### src/rtl/digit_lock_controller.sv
// digit_lock_controller: digit entry, password compare/change, fail counting and timed lockout
module digit_lock_controller #(
  parameter int NUM_DIGITS = 4,
  parameter int MAX_FAILS = 3,
  parameter int LOCK_TICKS = 30,
  parameter logic [4*NUM_DIGITS-1:0] DEFAULT_PASS = '0,
  localparam int CW = (NUM_DIGITS > 1) ? $clog2(NUM_DIGITS) : 1,
  localparam int FW = $clog2(MAX_FAILS + 1),
  localparam int LW = $clog2(LOCK_TICKS + 1)
) (
  input  logic                    clk,
  input  logic                    reset,
  input  logic                    tick,
  input  logic                    btn_inc,
  input  logic                    btn_confirm,
  input  logic                    btn_enter,
  input  logic                    btn_change,
  output logic [4*NUM_DIGITS-1:0] digits_out,
  output logic [CW-1:0]           cursor,
  output logic                    match,
  output logic                    change_mode,
  output logic                    locked,
  output logic [FW-1:0]           fail_count,
  output logic [LW-1:0]           lock_remaining
);
  typedef enum logic [1:0] {ENTRY, CHANGE, LOCKED} state_t;
  state_t state, state_n;
  logic [NUM_DIGITS-1:0][3:0] ent, ent_n;
  logic [4*NUM_DIGITS-1:0] stored, stored_n;
  logic [CW-1:0] cur_n;
  logic match_n;
  logic [FW-1:0] fail_n;
  logic [LW-1:0] rem_n;
  assign digits_out = ent;
  assign change_mode = state == CHANGE;
  assign locked = state == LOCKED;
  // state and datapath registers
  always_ff @(posedge clk) begin
    if (reset) begin
      state <= ENTRY;
      stored <= DEFAULT_PASS;
      ent <= '0;
      cursor <= '0;
      match <= 1'b0;
      fail_count <= '0;
      lock_remaining <= '0;
    end else begin
      state <= state_n;
      stored <= stored_n;
      ent <= ent_n;
      cursor <= cur_n;
      match <= match_n;
      fail_count <= fail_n;
      lock_remaining <= rem_n;
    end
  end
  // one action per cycle: lockout countdown, else enter > change > confirm > inc
  always_comb begin
    state_n = state;
    stored_n = stored;
    ent_n = ent;
    cur_n = cursor;
    match_n = match;
    fail_n = fail_count;
    rem_n = lock_remaining;
    if (state == LOCKED) begin
      if (tick) begin
        rem_n = lock_remaining - 1'b1;
        if (lock_remaining == LW'(1)) begin
          state_n = ENTRY;
          fail_n = '0;
          match_n = 1'b0;
        end
      end
    end else if (btn_enter) begin
      ent_n = '0;
      cur_n = '0;
      if (state == CHANGE) begin
        stored_n = ent;
        state_n = ENTRY;
        fail_n = '0;
      end else if (ent == stored) begin
        match_n = 1'b1;
        fail_n = '0;
      end else begin
        match_n = 1'b0;
        fail_n = fail_count + 1'b1;
        if (fail_count == FW'(MAX_FAILS - 1)) begin
          state_n = LOCKED;
          rem_n = LW'(LOCK_TICKS);
        end
      end
    end else if (btn_change) begin
      if (state == CHANGE || match) begin
        state_n = (state == CHANGE) ? ENTRY : CHANGE;
        match_n = 1'b0;
        ent_n = '0;
        cur_n = '0;
      end
    end else if (btn_confirm) begin
      cur_n = (cursor == CW'(NUM_DIGITS - 1)) ? '0 : cursor + 1'b1;
      match_n = 1'b0;
    end else if (btn_inc) begin
      ent_n[cursor] = (ent[cursor] == 4'd9) ? 4'd0 : ent[cursor] + 4'd1;
      match_n = 1'b0;
    end
  end
endmodule

### config.mk
export PLATFORM = sky130hd
export DESIGN_NAME = digit_lock_controller
export DESIGN_NICKNAME = d
export VERILOG_FILES = /design/src/rtl/digit_lock_controller.sv
export SDC_FILE = /design/constraint.sdc
export NUM_CORES = 1
export LEC_CHECK = 0
export BUFFER_PORTS_ARGS = -buffer_cell sky130_fd_sc_hd__buf_2
export CAP_MARGIN = 5
export CORE_ASPECT_RATIO = 1.75
export CORE_UTILIZATION = 61
export CTS_CLUSTER_DIAMETER = 150
export DETAILED_ROUTE_END_ITERATION = 8
export GPL_TIMING_DRIVEN = 0
export PLACE_DENSITY_LB_ADDON = 0.1
export SYNTH_ARGS = -nofsm -noshare
export SYNTH_HDL_FRONTEND = slang
export SYNTH_SLANG_ARGS = --single-unit
### constraint.sdc
create_clock -name clk -period 6.36 [get_ports clk]
set_clock_uncertainty 0.2 [all_clocks]
set_input_delay 0.954 -clock clk [delete_from_list [all_inputs] [get_ports clk]]
set_output_delay 0.954 -clock clk [all_outputs]
set_load 0.005 [all_outputs]
== Word-level counts from Yosys, hierarchy flattened ==
Cells that the tools add are included.
Word-level totals
  output and inout bits: 28
  bits of input ports: 7
  register bits after elaboration: 44
  word-level logic and storage cells: 96
Operators by class
  reductions and logical operators: 16
  muxes and demuxes: 46
  bitwise gates (word level): 1
  equality and inequality tests: 17
  add/sub/neg operators: 4
  $lt $le $gt $ge: 2
Operators with widths (count)
  $mux W16: 5
  $mux W2: 18
  $mux W5: 6
  $bwmux W16: 1
  $eq A16 B16 Y1: 1
  $mux W4: 3
  $reduce_bool A3 Y1: 4
  $mux W1: 11
  $reduce_and A5 Y1: 2
  $reduce_and A3 Y1: 3
  $bmux W4 S2: 1
  $demux W4 S2: 1
  $eq A2 B2 Y1 const B: 3
  $ne A3 B2 Y1 const B: 2
  $reduce_and A6 Y1: 1
  $eq A5 B1 Y1 const B: 1
  $reduce_bool A5 Y1: 1
  $sub A5 B1 Y5 const B: 1
  $add A2 B1 Y2 const B: 2
  $add A4 B1 Y4 const B: 1
  $eq A4 B4 Y1 const B: 1
  $ne A2 B1 Y1 const B: 2
  $ne A2 B2 Y1 const B: 2
  $ne A4 B1 Y1 const B: 1
  11 further kinds: 12

== Depth between registers and ports, before layout ==
  word-level depth: 9
  depth in mapped cells: 9
  depth with buffers taken out: 8

== Worst setup path after synthesis ==
No wires, ideal clock.
  path type: input to register
  start: input port btn_enter
  end: register match
  data arrival time: 2128 ps
  path buffers: 1
  setup slack: 3945 ps
  cell stages on the path: 5
  data required time: 6072 ps
  library setup time: 88 ps
  cell sequence: buf_4 -> or4_1 -> a22o_1 -> a211o_1 -> o31ai_1
On the way
  longest elaborated chain between the ends: 2
RTL lines
  start, declared: line 16  | input logic btn_enter,
  $ne A4 B2 Y1 (no source line) (tied with other cells)
  $reduce_and A5 Y1 (no source line) / $mux W1 (equally long branches)
  end signal, assigned: line 52  | match <= match_n;
  end, declared: line 20  | output logic match,
Parallel ways exist; a longest one is shown, timed or not.
A chain may end at the register's enable or synchronous reset.

== Final worst setup path ==
  start: register cursor[0]
  end: register ent, in the netlist digits_out[3]
On the way
  longest elaborated chain between the ends: 9
RTL lines
  start, declared: line 19  | output logic [CW-1:0] cursor,
  start signal, assigned: line 51  | cursor <= cur_n;
  $bmux W4 S2 (tied with other cells): line 104  | ent_n[cursor] = (ent[cursor] == 4'd9) ? 4'd0 : ent[cursor] + 4'd1;
  $mux W4 (implied by the code) / $logic_and A1 B1 Y1 (equally long branches): line 104
  $add A4 B1 Y4 (tied with other cells): line 104
  $mux W4 / $demux W4 S2 (equally long branches): line 104
  $bwmux W16 *: line 104
  $mux W16 *: line 103  | end else if (btn_inc) begin
  $mux W16 *: line 100  | end else if (btn_confirm) begin
  $mux W16 *: line 93  | end else if (btn_change) begin
  $mux W16 *: line 75  | end else if (btn_enter) begin
  end signal, assigned: line 50  | ent <= ent_n;
  end, declared: line 28  | logic [NUM_DIGITS-1:0][3:0] ent, ent_n;
Mark *: on every way between the ends. The rest lies on a longest branch, timed or not. The select of a mux whose other input is x is not followed.

==> key figures <==
Status
  – Status: finished clean

Clock tree
  – CTS Hold Buffers Added: 0
  – Max Root-Sink Buffers: 2
  – Post CTS Setup Buffer Count: 0
  – Cts repair resizes: 0
  – Clock root cell: clkbuf_8
  – Clock Latency Late Sink: slightly below 0.3 ns
  – Clk slew on worst S/H paths: 0.08 ns
  – Inserted Clock Buffers: 5
  – Clk sink count: 44
  – CTS tree: done
  – H-tree levels: 2

Route
  – Detailed Route WL: 5700 um
  – Final ANT Viol Nets: 0
  – DRT iter0 DRCs: 57
  – Drt pass-1 iters: 4
  – Routed length per placed instance: approximately 17 um
  – Via/cell ratio: ~6
  – DRC Markers: 0
  – DR vias: 2082

Worst setup path
  – R2R Setup Slk: roughly 4 ns
  – CP arrival: between 2 and 2.5 ns
  – Number of stages on the worst setup path: 8
  – Startpoint Class: flip-flop
  – FF-to-FF Start: cursor[0]$_SDFFE_PP0P_
  – Cell family with most CP delay: multiplexers
  – Critical path fanouts, max: 7
  – CP cell instances: buf_6, mux4_2, ha_1, inv_1, o21ai_0, mux2i_1, a22oi_1, nor2_1
  – CP Class: flip-flop to flip-flop
  – Critical Path Max Stage Delay: roughly 0.56 ns
  – CP required: 6.39 ns
  – Crit path max-delay cell type: mux4_2
  – Crit end category: flip-flop
  – Crit path capture: digits_out[3]$_SDFFE_PP0P_
  – Buf+Inv Stages, Crit Path: 2
  – Critical R2R Capture: digits_out[3]$_SDFFE_PP0P_
  – CP startpoint: cursor[0]$_SDFFE_PP0P_
  – Worst reg2reg path depth: 8

GRT
  – Gr usage total: 0.295
  – Initial antenna violation count: 0
  – Vias in the first global route: approximately 2000
  – First-pass GRT wire length: 9300 um
  – Largest net degree at the start of global routing: 14
  – Gr ovfl total: 0

Timing
  – Worst hold slack: around 0.27 ns
  – RSZ-0062 raised after global routing: false
  – Max Freq: between 400 and 500 MHz
  – Final Critical Period: 2.42 ns
  – Final period util: 0.381
  – Pins Over Slew Limit: 0
  – Worst slew pin tran: between 0.7 and 0.8 ns
  – Hold Violations, Final: 0
  – Final setup vio count: 0
  – Rel. slew slack: 0.482
  – Fin Setup TNS: 0 ns

Flow run
  – Max Cap Viol: 0

Yosys
  – Sequential-to-total area share from yosys stat: 0.377
  – Mapped Area: around 2300 sq um
  – Yosys warns: 0
  – Synth area leader: dfxtp_1
  – Top cells by area, synth: dfxtp_1, xor2_1, nand2_1, a22oi_1, ha_1
  – Synth Flop Type: dfxtp_1
  – FF+latch count, synth: 44
  – EDFF count, synth: 0
  – Distinct cells, synth: 54
  – Syn_nets: about 270
  – Synth top area share: 0.377
  – Post-Synthesis Cells: between 200 and 300
  – Async SR Flop Fraction: 0
  – Mapped Avg Cell Area: ~9.0 sq um

Floorplan
  – Core area: about 3600 sq um
  – Die Ht: between 80 and 90 um
  – Initial Util: 0.643
  – Std cell rows: 29
  – Die width: just under 50 um
  – Die area: between 4000 and 5000 sq um
  – Num ports: 35

Pwr
  – Cell area power density: approximately 190 nW/um^2
  – Leak: around 1.2 nW
  – Max IR drop VDD: around 0.00015 V

Layout
  – Final cell count without fillers: 345
  – Nets: approximately 310
  – Number of antenna diodes: 0
  – Most common cell after layout, fill and taps aside: dfxtp_1
  – Synthesis-to-finish area growth: 13.6%
  – Proportion of layout cells with a drive suffix above 1: 0.217
  – Commonest non-fill, non-tap cells in the layout: dfxtp_1, nand2_1, buf_2, a21oi_1, nor2_1
  – Final core occ: 0.731

Min path
  – Worst Hold Launch: stored[4]$_SDFFE_PP0P_
  – Hold Path Class: flip-flop to flip-flop

Placed design
  – GP Congestion: roughly 0.9
  – PortBufs: 33
  – Inst Count DP: 337
  – Dpl hpwl: roughly 4300 um
-- worst min-delay path by stage --
stage,endpoint,slack [ns],cells past startpoint
6_report,stored[4]$_SDFFE_PP0P_,0.27,2
5_1_grt,stored[10]$_SDFFE_PP0P_,0.30,2
4_1_cts,stored[0]$_SDFFE_PP0P_,0.27,2
3_5_place_dp,stored[0]$_SDFFE_PP0P_,0.26,2
3_3_place_gp,stored[5]$_SDFFE_PP0P_,0.25,2
2_1_floorplan,stored[11]$_SDFFE_PP0P_,0.25,2
-- worst reg2reg max path: stages, from the launching register on --
cell and delay, ns:
dfxtp_1 0.41, buf_6 0.17, mux4_2 0.57, ha_1 0.23, inv_1 0.09, o21ai_0 0.10
mux2i_1 0.37, a22oi_1 0.13, nor2_1 0.10
-- power by group --
group / leakage, nW / internal (mW) / total (mW) / switching, mW
Combinational: 0.771 / 0.0182 / 0.0492 / 0.0310
Sequential: 0.355 / 0.277 / 0.280 / 0.00279
Clock: 0.0445 / 0.0883 / 0.182 / 0.0934
Total: 1.17 / 0.384 / 0.511 / 0.127
-- registers in the layout, indices dropped and copies added (netlist names) --
| name | count |
|---|---|
| digits_out | 16 |
| lock_remaining | 5 |
| fail_count | 2 |
| stored | 16 |
| match | 1 |
| state | 2 |
| cursor | 2 |
-- cells by family after synthesis --
group / Yosys count / synth area share
AND/OR/NAND/NOR: 91 / 0.192
multiplexers: 8 / 0.0573
buffers and inverters: 24 / 0.0627
XOR/XNOR: 19 / 0.0713
adder cells (fa/ha/maj): 9 / 0.0482
flip-flops: 44 / 0.377
AO/OA/AOI/OAI: 63 / 0.191
-- synthesized netlist by cell type, types with 2 or more instances --
cell type	count
dfxtp_1	44
nand2_1	38
a21oi_1	21
nor2_1	21
xor2_1	18
a22oi_1	16
inv_1	10
ha_1	9
nand3_1	6
nor4_1	5
o21ai_0	5
a32o_1	4
mux2i_1	4
buf_2	3
buf_6	3
mux4_2	3
o311ai_1	3
o31ai_1	3
and3_1	2
and4_1	2
and4_2	2
clkbuf_8	2
nor2_2	2
or4_1	2
-- metal layers --
metal	routed length (um)	vias to the layer above	GRT usage	part of all wire
li1	-	1013	-	-
met1	2220	1005	0.315	0.39
met2	3230	53	0.564	0.57
met3	143	11	0.0437	0.025
met4	107	0	0.104	0.019
met5	0	-	0	0
-- stage by stage --
stage / setup slack (ns) / instance area, sq um / total power, mW
floorplan: 3.94 / 2330 / 0.320
global placement: 3.70 / 2560 / 0.334
detailed placement: 3.68 / 2560 / 0.335
CTS: 3.95 / 2650 / 0.514
global route: 3.79 / 2650 / 0.529
finish: 3.94 / 2650 / 0.511
-- final cells by class --
type | count | area (sq um)
clock inverters | 1 | 7.51
flip-flops and latches | 44 | 881
inverters | 12 | 45.0
fillers | 306 | 977
multi-input cells | 190 | 1310
clock buffers | 7 | 86.3
plain buffers | 12 | 101
repair buffers | 33 | 165
well taps | 46 | 57.6
(Power assumes the default switching activity.)
